<file path="src/rtl/nnrv_if_pf_if.sv">
// Fetch unit bus bundle: memory read channel plus decode-side instruction
// channel. Signal names match the original flat port list.
interface nnrv_if_pf_if #(
  parameter int unsigned XLEN        = 64,
  parameter int unsigned DATA_WIDTH  = 64,
  parameter int unsigned INSTR_WIDTH = 32
);
  logic                   o_mem_req;
  logic [XLEN-1:0]        o_mem_addr;
  logic                   i_mem_gnt;
  logic                   i_mem_rvalid;
  logic [DATA_WIDTH-1:0]  i_mem_rdata;
  logic                   o_id_valid;
  logic [INSTR_WIDTH-1:0] o_id_instr;
  logic [XLEN-1:0]        o_id_cur_pc;
  logic                   i_id_ready;
  logic                   i_id_jmp_valid;
  logic [XLEN-1:0]        i_id_jmp_pc;

  // Fetch unit side
  modport master (
    output o_mem_req, o_mem_addr, o_id_valid, o_id_instr, o_id_cur_pc,
    input  i_mem_gnt, i_mem_rvalid, i_mem_rdata, i_id_ready,
    input  i_id_jmp_valid, i_id_jmp_pc
  );

  // Memory / decode side
  modport slave (
    input  o_mem_req, o_mem_addr, o_id_valid, o_id_instr, o_id_cur_pc,
    output i_mem_gnt, i_mem_rvalid, i_mem_rdata, i_id_ready,
    output i_id_jmp_valid, i_id_jmp_pc
  );
endinterface

</file>
<file path="src/rtl/nnrv_if_pf.sv">
// Instruction prefetcher: issues 8-byte aligned reads, splits each 64-bit
// beat into one or two 32-bit instructions and queues them for decode.
// Redirects flush the queue and discard any in-flight response.
module nnrv_if_pf #(
  parameter int unsigned    XLEN        = 64,
  parameter int unsigned    DATA_WIDTH  = 64,
  parameter int unsigned    INSTR_WIDTH = 32,
  parameter int unsigned    FIFO_DEPTH  = 4,
  parameter logic [XLEN-1:0] RESET_PC   = '0
) (
  input logic           i_clk,
  input logic           i_rst,
  nnrv_if_pf_if.master  bus
);

  localparam int unsigned AW = $clog2(FIFO_DEPTH);
  localparam int unsigned LW = AW + 1;
  localparam logic [INSTR_WIDTH-1:0] NOP = INSTR_WIDTH'(32'h0000_0013);

  typedef enum logic [1:0] {
    ST_IDLE,
    ST_WAIT,
    ST_DISCARD
  } state_t;

  state_t          state_q, state_d;
  logic [XLEN-1:0] fpc_q, fpc_d;
  logic            hold_q, hold_d;          // request raised, not yet granted
  logic [XLEN-1:0] hold_addr_q, hold_addr_d;
  logic            disc_q, disc_d;          // held request must be discarded
  logic [XLEN-1:0] iss_addr_q, iss_addr_d;  // address of outstanding read
  logic            iss_hi_q, iss_hi_d;      // outstanding read started at upper word

  logic [INSTR_WIDTH-1:0] instr_mem [FIFO_DEPTH];
  logic [XLEN-1:0]        pc_mem    [FIFO_DEPTH];
  logic [AW-1:0]          wptr_q, wptr_d;
  logic [AW-1:0]          rptr_q, rptr_d;
  logic [LW-1:0]          level_q, level_d;

  logic                   jmp;
  logic                   req;
  logic                   gnt;
  logic                   pop;
  logic [XLEN-1:0]        fetch_addr;
  logic [XLEN-1:0]        req_addr;
  logic [LW-1:0]          free_slots;
  logic [LW-1:0]          need_slots;
  logic                   push0, push1;
  logic [LW-1:0]          push_cnt;
  logic [INSTR_WIDTH-1:0] push0_instr, push1_instr;
  logic [XLEN-1:0]        push0_pc, push1_pc;
  logic [INSTR_WIDTH-1:0] rd_lo, rd_hi;

  // Request generation and datapath helpers
  always_comb begin
    jmp        = bus.i_id_jmp_valid;
    fetch_addr = fpc_q & ~XLEN'(7);
    free_slots = LW'(FIFO_DEPTH) - level_q;
    need_slots = fpc_q[2] ? LW'(1) : LW'(2);
    // A held request stays up regardless of FIFO room so the handshake completes.
    req        = !i_rst && (state_q == ST_IDLE) && (hold_q || (free_slots >= need_slots));
    req_addr   = hold_q ? hold_addr_q : fetch_addr;
    gnt        = req && bus.i_mem_gnt;
    pop        = (level_q != '0) && bus.i_id_ready && !jmp;
    rd_lo      = bus.i_mem_rdata[INSTR_WIDTH-1:0];
    rd_hi      = bus.i_mem_rdata[2*INSTR_WIDTH-1:INSTR_WIDTH];
  end

  // Next-state logic: fetch FSM, fetch pointer, push control
  always_comb begin
    state_d     = state_q;
    fpc_d       = fpc_q;
    hold_d      = hold_q;
    hold_addr_d = hold_addr_q;
    disc_d      = disc_q;
    iss_addr_d  = iss_addr_q;
    iss_hi_d    = iss_hi_q;
    push0       = 1'b0;
    push1       = 1'b0;
    push0_instr = iss_hi_q ? rd_hi : rd_lo;
    push0_pc    = iss_hi_q ? (iss_addr_q + XLEN'(4)) : iss_addr_q;
    push1_instr = rd_hi;
    push1_pc    = iss_addr_q + XLEN'(4);

    unique case (state_q)
      ST_IDLE: begin
        if (gnt) begin
          hold_d = 1'b0;
          disc_d = 1'b0;
          if (jmp || disc_q) begin
            state_d = ST_DISCARD;
          end else begin
            state_d    = ST_WAIT;
            iss_addr_d = req_addr;
            iss_hi_d   = fpc_q[2];
            fpc_d      = fetch_addr + XLEN'(8);
          end
        end else if (req) begin
          hold_d      = 1'b1;
          hold_addr_d = req_addr;
          if (jmp) disc_d = 1'b1;
        end
      end
      ST_WAIT: begin
        if (bus.i_mem_rvalid) begin
          state_d = ST_IDLE;
          if (!jmp) begin
            push0 = 1'b1;
            push1 = !iss_hi_q;
          end
        end else if (jmp) begin
          state_d = ST_DISCARD;
        end
      end
      ST_DISCARD: begin
        if (bus.i_mem_rvalid) state_d = ST_IDLE;
      end
      default: state_d = ST_IDLE;
    endcase

    if (jmp) fpc_d = bus.i_id_jmp_pc;
  end

  // FIFO pointer and level bookkeeping
  always_comb begin
    push_cnt = LW'(push0) + LW'(push1);
    wptr_d   = wptr_q + AW'(push_cnt);
    rptr_d   = rptr_q + AW'(pop);
    level_d  = level_q + push_cnt - LW'(pop);
    if (jmp) begin
      wptr_d  = '0;
      rptr_d  = '0;
      level_d = '0;
    end
  end

  // Control state registers
  always_ff @(posedge i_clk) begin
    if (i_rst) begin
      state_q     <= ST_IDLE;
      fpc_q       <= RESET_PC;
      hold_q      <= 1'b0;
      hold_addr_q <= '0;
      disc_q      <= 1'b0;
      iss_addr_q  <= '0;
      iss_hi_q    <= 1'b0;
      wptr_q      <= '0;
      rptr_q      <= '0;
      level_q     <= '0;
    end else begin
      state_q     <= state_d;
      fpc_q       <= fpc_d;
      hold_q      <= hold_d;
      hold_addr_q <= hold_addr_d;
      disc_q      <= disc_d;
      iss_addr_q  <= iss_addr_d;
      iss_hi_q    <= iss_hi_d;
      wptr_q      <= wptr_d;
      rptr_q      <= rptr_d;
      level_q     <= level_d;
    end
  end

  // FIFO storage writes; contents are qualified by level so need no reset
  always_ff @(posedge i_clk) begin
    if (!i_rst && push0) begin
      instr_mem[wptr_q] <= push0_instr;
      pc_mem[wptr_q]    <= push0_pc;
    end
    if (!i_rst && push1) begin
      instr_mem[AW'(wptr_q + 1'b1)] <= push1_instr;
      pc_mem[AW'(wptr_q + 1'b1)]    <= push1_pc;
    end
  end

  // Output drive
  always_comb begin
    bus.o_mem_req   = req;
    bus.o_mem_addr  = req_addr;
    bus.o_id_valid  = (level_q != '0);
    bus.o_id_instr  = (level_q != '0) ? instr_mem[rptr_q] : NOP;
    bus.o_id_cur_pc = (level_q != '0) ? pc_mem[rptr_q] : '0;
  end

endmodule

</file>
<file path="src/flat_wrapper.sv">
// flat-port wrapper written by rule: the top's interface ports become plain ports
module nnrv_if_pf_flat 
#(
  parameter int unsigned    XLEN        = 64,
  parameter int unsigned    DATA_WIDTH  = 64,
  parameter int unsigned    INSTR_WIDTH = 32,
  parameter int unsigned    FIFO_DEPTH  = 4,
  parameter logic [XLEN-1:0] RESET_PC   = '0
)
  (i_clk, i_rst, bus_o_mem_req, bus_o_mem_addr, bus_o_id_valid, bus_o_id_instr, bus_o_id_cur_pc, bus_i_mem_gnt, bus_i_mem_rvalid, bus_i_mem_rdata, bus_i_id_ready, bus_i_id_jmp_valid, bus_i_id_jmp_pc);
  nnrv_if_pf_if #(.XLEN(XLEN), .DATA_WIDTH(DATA_WIDTH), .INSTR_WIDTH(INSTR_WIDTH)) bus_i ();
  input logic i_clk;
  input logic i_rst;
  output wire logic [$bits(bus_i.o_mem_req)-1:0] bus_o_mem_req;
  output wire logic [$bits(bus_i.o_mem_addr)-1:0] bus_o_mem_addr;
  output wire logic [$bits(bus_i.o_id_valid)-1:0] bus_o_id_valid;
  output wire logic [$bits(bus_i.o_id_instr)-1:0] bus_o_id_instr;
  output wire logic [$bits(bus_i.o_id_cur_pc)-1:0] bus_o_id_cur_pc;
  input wire logic [$bits(bus_i.i_mem_gnt)-1:0] bus_i_mem_gnt;
  input wire logic [$bits(bus_i.i_mem_rvalid)-1:0] bus_i_mem_rvalid;
  input wire logic [$bits(bus_i.i_mem_rdata)-1:0] bus_i_mem_rdata;
  input wire logic [$bits(bus_i.i_id_ready)-1:0] bus_i_id_ready;
  input wire logic [$bits(bus_i.i_id_jmp_valid)-1:0] bus_i_id_jmp_valid;
  input wire logic [$bits(bus_i.i_id_jmp_pc)-1:0] bus_i_id_jmp_pc;
  assign bus_o_mem_req = bus_i.o_mem_req;
  assign bus_o_mem_addr = bus_i.o_mem_addr;
  assign bus_o_id_valid = bus_i.o_id_valid;
  assign bus_o_id_instr = bus_i.o_id_instr;
  assign bus_o_id_cur_pc = bus_i.o_id_cur_pc;
  assign bus_i.i_mem_gnt = bus_i_mem_gnt;
  assign bus_i.i_mem_rvalid = bus_i_mem_rvalid;
  assign bus_i.i_mem_rdata = bus_i_mem_rdata;
  assign bus_i.i_id_ready = bus_i_id_ready;
  assign bus_i.i_id_jmp_valid = bus_i_id_jmp_valid;
  assign bus_i.i_id_jmp_pc = bus_i_id_jmp_pc;
  nnrv_if_pf #(.XLEN(XLEN), .DATA_WIDTH(DATA_WIDTH), .INSTR_WIDTH(INSTR_WIDTH), .FIFO_DEPTH(FIFO_DEPTH), .RESET_PC(RESET_PC)) u_core (.i_clk(i_clk), .i_rst(i_rst), .bus(bus_i));
endmodule
</file>
<file path="config.mk">
export PLATFORM = sky130hd
export DESIGN_NAME = nnrv_if_pf_flat
export DESIGN_NICKNAME = d
export VERILOG_FILES = /design/src/rtl/nnrv_if_pf_if.sv /design/src/rtl/nnrv_if_pf.sv /design/src/flat_wrapper.sv
export SDC_FILE = /design/constraint.sdc
export NUM_CORES = 1
export LEC_CHECK = 0
export ABC_CLOCK_PERIOD_IN_PS = 32200
export CORE_MARGIN = 2
export CORE_UTILIZATION = 55
export DETAILED_ROUTE_END_ITERATION = 7
export MAX_ROUTING_LAYER = met4
export PLACE_DENSITY = 0.82
export SLEW_MARGIN = 0
export SYNTH_ARGS = -nofsm -noshare
export SYNTH_HDL_FRONTEND = slang
export SYNTH_SLANG_ARGS = --single-unit
</file>
<file path="constraint.sdc">
create_clock -name i_clk -period 32.2 [get_ports i_clk]
set_clock_uncertainty 0.15 [all_clocks]
set_input_delay 8.05 -clock i_clk [delete_from_list [all_inputs] [get_ports i_clk]]
set_output_delay 8.05 -clock i_clk [all_outputs]
set_load 0.05 [all_outputs]
</file>
* Word-level counts from Yosys, hierarchy flattened
Memories as Yosys holds them, arrays and structs flattened. A register that Yosys moved wholly into a read port is not among the register bits.
Cells that the tools add are included.
** Storage, ports and cells
- Bits in registers :: 204
- Bits in writable memories :: 384
- Input bits :: 134
- Output and inout port bits :: 162
- Word-level logic and storage cells :: 87
- Memories kept :: 2
** Memory list
- u_core.pc_mem :: depth 4, bits a word 64, rd ports 1, clocked after memory_dff 1, write ports 2, RTL line nnrv_if_pf.sv:35 : logic [XLEN-1:0] pc_mem [FIFO_DEPTH];
- u_core.instr_mem :: depth 4, bits a word 32, rd ports 1, clocked after memory_dff 1, write ports 2, RTL line nnrv_if_pf.sv:34 : logic [INSTR_WIDTH-1:0] instr_mem [FIFO_DEPTH];
** Operators by class
- Add/sub/neg operators :: 9
- Magnitude comparators :: 1
- Equal/unequal tests :: 6
- Muxes and demuxes :: 33
- Bitwise gates (word level) :: 2
- Reductions and logical operators :: 24
** Operators with widths (count)
- two-way mux 64 bit :: 7
- adder 64 x 3 -> 64 bit, second input constant :: 1
- adder 64 x 4 -> 64 bit, second input constant :: 1
- two-way mux 32 bit :: 2
- two-way mux 2 bit :: 8
- two-way mux 1 bit :: 15
- AND reduction 3 bit :: 5
- logical AND 1 bit :: 7
- one-hot mux 2 bit (3 select lines) :: 1
- nonzero test 2 bit :: 3
- inequality test 2 bit, second input constant :: 2
- adder 3 bit :: 1
- >= comparator 3 bit :: 1
- zero test 1 bit :: 3
- inequality test 3 bit, second input constant :: 1
- nonzero test 3 bit :: 1
- subtractor 3 x 1 -> 3 bit :: 1
- subtractor 3 bit, first input constant :: 1
- adder 1 x 1 -> 2 bit :: 1
- adder 2 x 1 -> 2 bit :: 1
- adder 2 x 1 -> 2 bit, second input constant :: 1
- adder 2 bit :: 1
- == test 2 x 1 -> 1 bit, second input constant :: 1
- == test 2 bit, second input constant :: 1
- 6 further kinds :: 8

* Logic depth before layout (Yosys ltp)
Gate-level depths: netlist of run 1.
- Word-level depth :: 8
- Gate-level depth with buffers :: 12
- Gate-level depth less buffers :: 11

* Worst setup path after synthesis of run 1
OpenSTA, ideal clock, no wires.
- Path kind :: input -> output
- Start :: input i_rst
- End :: output bus_o_mem_req
- Arrival :: 9226 ps
- Required time :: 24000 ps
- Path slack :: 14774 ps
- Cell stages on the path :: 4
- Buffers on the path :: 3
- Cells stage by stage :: buf_6 -> clkbuf_1 -> clkbuf_1 -> nor2_1
** On the way
- Longest elaborated chain between the ends :: 3
** RTL lines
- from (decl) :: RTL line flat_wrapper.sv:13 : input logic i_rst;
- zero test 1 bit :: RTL line nnrv_if_pf.sv:61 : req = !i_rst && (state_q == ST_IDLE) && (hold_q || (free_slots >= need_slots));
- logical AND 1 bit (2 in a row) :: RTL line nnrv_if_pf.sv:61
- to (decl) :: RTL line flat_wrapper.sv:14 : output wire logic [$bits(bus_i.o_mem_req)-1:0] bus_o_mem_req;
Every way passes these cells.

* Final worst setup path of run 1
Ends and elaborated chain as after synthesis.

==> results of run 1 <==
==> kinds of logic after synthesis <==
logic type	count (synthesis)	synth area share (%)
multiplexers	159	9.35
AND/OR/NAND/NOR	1261	19.4
XOR/XNOR	300	8.80
flip-flops	586	52.1
adder cells (fa/ha/maj)	13	0.570
AO/OA/AOI/OAI	231	5.30
buffers and inverters	321	4.44
==> layout make-up <==
type                       count  share of cell area, %
antenna                        1                0.00717
clock buffer                  77                   4.69
clock inverter                32                  0.681
inverter                      85                  0.917
multi-input combinational   1964                   37.5
sequential                   586                   44.6
tap                          696                   2.49
timing repair buffer         325                   9.08
==> registers in the layout (all words and copies together) (netlist names) <==
register / count
u_core.wptr_q: 2
u_core.pc_mem: 256
u_core.rptr_q: 2
u_core.state_q: 2
u_core.fpc_q: 62
u_core.iss_addr_q: 64
u_core.iss_hi_q: 1
u_core.disc_q: 1
u_core.level_q: 3
u_core.hold_addr_q: 64
u_core.instr_mem: 128
u_core.hold_q: 1
==> per-layer routing <==
metal	up-vias	share of wire [%]	GRT usage [%]
met4	0	4.1	13.7
met2	1288	47	47.4
met3	241	10	5.02
met5	-	0	-
li1	10300	-	-
met1	10900	39	38.6
==> cell usage after synthesis, drive strengths merged, types with 20 or more instances <==
master  instances  area share (%)
nand2         577             7.2
edfxtp        384              39
nor2          263             3.3
dfxtp         202              14
clkbuf        162             2.1
xnor2         150             4.4
xor2          150             4.4
a211oi        118             3.0
and2          113             2.4
mux4           96             7.2
nand3          92             1.6
inv            84             1.1
buf            73             1.2
mux2i          62             2.1
nand4          50             1.1
o21ai          41            0.69
nor3           39            0.71
and3           33            0.70
nor4           25            0.62
a21oi          22            0.39
and4           20            0.59
==> critical path: cells and delay by family <==
| family | cells | cell delay, ns |
|---|---|---|
| simple gates | 1 | 0.11 |
| buf+inv | 2 | 1.33 |
==> path summary, 6_finish.rpt <==
| path | startpoint | endpoint | slack, ns |
|---|---|---|---|
| worst min-delay path | u_core.hold_addr_q[1]$_SDFFE_PP0P_ | u_core.hold_addr_q[1]$_SDFFE_PP0P_ | 0.32 |
| worst max-delay path | i_rst | bus_o_mem_req | 14.50 |
| worst min register to register | u_core.hold_addr_q[1]$_SDFFE_PP0P_ | u_core.hold_addr_q[1]$_SDFFE_PP0P_ | 0.32 |
| worst max register to register | u_core.state_q[0]$_SDFFE_PP0P_ | u_core.instr_mem[3][13]$_DFFE_PP_ | 28.12 |
==> power groups by stage <==
| stage | logic, mW | registers, mW | clock network, mW |
|---|---|---|---|
| 3_5_place_dp | 0.172 | 0.860 | 0 |
| 4_1_cts | 0.173 | 0.844 | 0.673 |
| 5_1_grt | 0.186 | 0.847 | 0.703 |
| 2_1_floorplan | 0.123 | 0.843 | 0 |
| 6_report | 0.174 | 0.845 | 0.668 |
| 3_3_place_gp | 0.168 | 0.859 | 0 |
==> metrics by stage <==
step	cells	setup slack, ns	total power [mW]
2_1_floorplan	2871	14.77	0.966
3_3_place_gp	3656	14.52	1.03
3_5_place_dp	3656	14.52	1.03
4_1_cts	3765	14.51	1.69
5_1_grt	3766	14.41	1.74
6_report	3766	14.50	1.69
==> flow_summary.ini, run 1 <==
[routing]
via_count = 22700
drtAntennaViolNets = 0
vias_per_cell = 6.04
firstDrtPassIters = 5
wire_per_inst_microns = 22.2
drt_iter0_markers = 2347
drc = 0
routed_wl_mm = 83.5

[pwr]
netSwitchingFraction_pct = 25.4
intPower_mw = 1.26
pwr_density_cell_nw_per_um2 = 48.3
p_clk_share_pct = 39.6
switchingPower_uw = 429
leakage_nw = 12.7
vdd_drop_max_mv = 0.0476
seq_power_share_pct = 50.1
pwr-share-comb_pct = 10.3

[die]
die_w_microns = 237
die_h_microns = 237
core_sq_um = 53700
ioPinCount = 296
die_area_sq_um = 56200
start_util_pct = 55.6
fp-row-count = 85

[critical_path]
worstPathMaxFanout = 70
cp-end-kind = primary output
critPathArrivalTime_ns = 9.50
worstPathCellList = buf_4 -> nor2_1 -> clkdlybuf4s50_1
r2r_cells = 6
required_ns = 24.00
cp_slowest_stage_delay_ns = 0.73
path_class = input pin to primary output
cp-start-kind = input pin
cp_slowest_cell = clkdlybuf4s50_1

[clock_network]
cts_buffers = 59
cts_tree = built
cts_setup_buffers = 0
clock_tree.buffer_depth = 3
htree_levels = 2
ctsHoldBuffers = 0
path_clk_slew_ns = 0.06
insertion_delay_ns = 0.63
clock-sinks = 586
cts-root-buf = clkbuf_16
post_cts_resized = 0

[synthesis]
synth_cells = 2871
async_flop_share_pct = 0
synth_edf_count = 384
ys_warn_count = 0
yosysUniqueCellTypes = 73
synth_seq_cells = 586
mappedNetlistArea_sq_um = 29900
synth_top_flop_cell = edfxtp_1
synth-seq-area-share_pct = 52.1
syn_nets = 3018
syn_area_per_cell_sq_um = 10.4

[final_layout]
regArea_sq_um = 15600
multi_input_area_sq_um = 13100
syn_to_final_growth_pct = 16.9
nets = 3168
fin_area_sq_um = 34900
layout_common_cells = nand2_1 (577), edfxtp_1 (384), clkdlybuf4s50_1 (292), nor2_1 (259), dfxtp_1 (199)
layout_commonest_cell = nand2_1
fin_util_pct = 65.0
fillerInstances = 3950
layout-drive-gt1-share_pct = 8.44

[timing]
hold_viol_final = 0
finalCriticalPeriod_ns = 17.70
worst_pin_slew_ns = 1.15
finalCritPeriodShare_pct = 55.0
tns_ns = 0
setup-violations-final = 0
slew_headroom_pct = 23.0
rsz0062_at_grt = no
slew_viol_final = 0
holdWs_ns = 0.323
fmax_mhz = 56.5

[place]
routabilityCongestion = 0.931
dpl_cell_area_sq_um = 33000
dp_hpwl_mm = 52.9
numPortBuffers = 293

[global_routing]
antenna_found_initial = 1
grt_overflow = 0
grt_pass1_wl_mm = 127
grt_pass1_vias = 22600
grt_max_degree = 99
grt_use_total_pct = 30.1

[min_path]
hold_path_depth = 1
hp-class = register to register

[flow_run]
cap_viol_max_count = 0

[status]
outcome = finished, final reports clean
Power figures use the tool's default switching activity.
==> run 2, diff against run 1 <==
--- a/config.mk
+++ b/config.mk
@@ -5,9 +5,9 @@
 export SDC_FILE = /design/constraint.sdc
 export NUM_CORES = 1
 export LEC_CHECK = 0
-export ABC_CLOCK_PERIOD_IN_PS = 32200
+export ABC_CLOCK_PERIOD_IN_PS = 14500
 export CORE_MARGIN = 2
-export CORE_UTILIZATION = 55
+export CORE_UTILIZATION = 52
 export DETAILED_ROUTE_END_ITERATION = 7
 export MAX_ROUTING_LAYER = met4
 export PLACE_DENSITY = 0.82
==> constraint.sdc (replaced) <==
create_clock -name i_clk -period 14.5 [get_ports i_clk]
set_clock_uncertainty 0.15 [all_clocks]
set_input_delay 3.625 -clock i_clk [delete_from_list [all_inputs] [get_ports i_clk]]
set_output_delay 3.625 -clock i_clk [all_outputs]
set_load 0.05 [all_outputs]
==> flow_summary.ini, run 2 (synthesis gave the netlist of run 1 again) <==
[status]
outcome = finished, final reports clean

[die]
fp-row-count = 87
die_w_microns = 244
die_area_sq_um = 59400
ioPinCount = 296
core_sq_um = 56600
die_h_microns = 244
start_util_pct = 52.8

[routing]
wire_per_inst_microns = 21.9
drtAntennaViolNets = 0
via_count = 22900
firstDrtPassIters = 6
routed_wl_mm = 83.8
drt_iter0_markers = 2363
drc = 0
vias_per_cell = 5.97

[timing]
tns_ns = 0
worst_pin_slew_ns = 1.10
hold_viol_final = 0
finalCritPeriodShare_pct = 59.6
fmax_mhz = 116
rsz0062_at_grt = no
setup-violations-final = 0
slew_viol_final = 0
slew_headroom_pct = 25.7
finalCriticalPeriod_ns = 8.65

[clock_network]
path_clk_slew_ns = 0.06
ctsHoldBuffers = 0
insertion_delay_ns = 0.64
htree_levels = 2
cts_tree = built
cts_setup_buffers = 0
clock_tree.buffer_depth = 3
clock-sinks = 586
cts_buffers = 60
post_cts_resized = 0
cts-root-buf = clkbuf_16

[global_routing]
grt_pass1_vias = 23100
grt_overflow = 0
grt_pass1_wl_mm = 129
grt_use_total_pct = 28.7
grt_max_degree = 89
antenna_found_initial = 1

[place]
dp_hpwl_mm = 53.0
routabilityCongestion = 0.912
numPortBuffers = 293
dpl_cell_area_sq_um = 33100

[critical_path]
cp_slowest_cell = clkdlybuf4s50_1
cp-end-kind = primary output
cp-start-kind = input pin
regToRegEndpoint = u_core.pc_mem[2][63]$_DFFE_PP_
worstPathMaxFanout = 47
r2r_cells = 6
path_class = input pin to primary output
critPathLaunch = i_rst
r2r_start = u_core.iss_addr_q[40]$_SDFFE_PP0P_
cp_slowest_stage_delay_ns = 0.82
worstPathCellList = buf_4 -> nor2_1 -> clkdlybuf4s50_1
critPathArrivalTime_ns = 4.87
r2r_setup_slack_ns = 10.39
cp.depth = 3
required_ns = 10.72
crit_buf_inv = 2
crit_path_end = bus_o_mem_req
crit_family = buffers and inverters

[final_layout]
reg_top3 = u_core.pc_mem x256, u_core.instr_mem x128
fin_area_sq_um = 35200
fillerInstances = 4298
layout-drive-gt1-share_pct = 8.79
layout_common_cells = nand2_1 (577), edfxtp_1 (384), clkdlybuf4s50_1 (292), nor2_1 (259), dfxtp_1 (199)
syn_to_final_growth_pct = 17.7
top_register = u_core.pc_mem
nets = 3169
layout_commonest_cell = nand2_1
largest_reg_flops = 256

[pwr]
pwr_density_cell_nw_per_um2 = 110
switchingPower_uw = 966
netSwitchingFraction_pct = 25.0
pwr-share-comb_pct = 10.0
seq_power_share_pct = 48.6
leakage_nw = 12.8
vdd_drop_max_mv = 0.0963
intPower_mw = 2.90
p_clk_share_pct = 41.4

[min_path]
hp-class = register to register

[flow_run]
cap_viol_max_count = 0
-- run 2: worst min-delay path by stage --
stage / from / to / slack (ns) / cells past startpoint
final: u_core.hold_addr_q[1]$_SDFFE_PP0P_ / u_core.hold_addr_q[1]$_SDFFE_PP0P_ / 0.32 / 1
after global placement: u_core.hold_addr_q[35]$_SDFFE_PP0P_ / u_core.hold_addr_q[35]$_SDFFE_PP0P_ / 0.30 / 2
after CTS: u_core.hold_addr_q[0]$_SDFFE_PP0P_ / u_core.hold_addr_q[0]$_SDFFE_PP0P_ / 0.32 / 1
after global routing: u_core.hold_addr_q[1]$_SDFFE_PP0P_ / u_core.hold_addr_q[1]$_SDFFE_PP0P_ / 0.33 / 1
after detailed placement: u_core.hold_addr_q[0]$_SDFFE_PP0P_ / u_core.hold_addr_q[0]$_SDFFE_PP0P_ / 0.31 / 1
after floorplan: u_core.hold_addr_q[11]$_SDFFE_PP0P_ / u_core.hold_addr_q[11]$_SDFFE_PP0P_ / 0.29 / 2
-- run 2: power groups by stage --
stage                     Combinational [mW]  Sequential [mW]  Clock (mW)
after floorplan                        0.273             1.87           0
after global placement                 0.371             1.91           0
after detailed placement               0.382             1.91           0
after CTS                              0.384             1.88        1.61
after global routing                   0.414             1.88        1.68
final                                  0.386             1.88        1.60
-- run 2: layout make-up --
cell class | count | area, sq um | area share [%]
flip-flops and latches | 586 | 15600 | 44.3
multi-input cells | 1964 | 13100 | 37.2
repair buffers | 325 | 3170 | 9.02
clock buffers | 77 | 1660 | 4.73
well taps | 756 | 946 | 2.69
clock inverters | 35 | 378 | 1.07
inverters | 85 | 320 | 0.911
diodes | 1 | 2.50 | 0.00712
-- run 2: through the flow --
| stage | utilization (%) | setup WS, ns | hold slack [ns] | power (mW) | instances |
|---|---|---|---|---|---|
| detailed placement | 58.5 | 5.85 | 0.312 | 2.29 | 3716 |
| CTS | 62.1 | 5.84 | 0.320 | 3.87 | 3828 |
| global route | 62.1 | 5.78 | 0.335 | 3.97 | 3828 |
| finish | 62.1 | 5.85 | 0.320 | 3.87 | 3829 |
| global placement | 58.5 | 5.87 | 0.302 | 2.28 | 3716 |
| floorplan | - | 2.28 | 0.294 | 2.14 | 2871 |
-- run 2: per-layer routing --
metal,GRT usage [%],vias to the layer above,share of wire (%)
li1,-,10300,-
met1,36.4,11000,38
met2,46.5,1365,48
met3,4.82,226,10
met4,10.2,0,3.3
met5,-,-,0
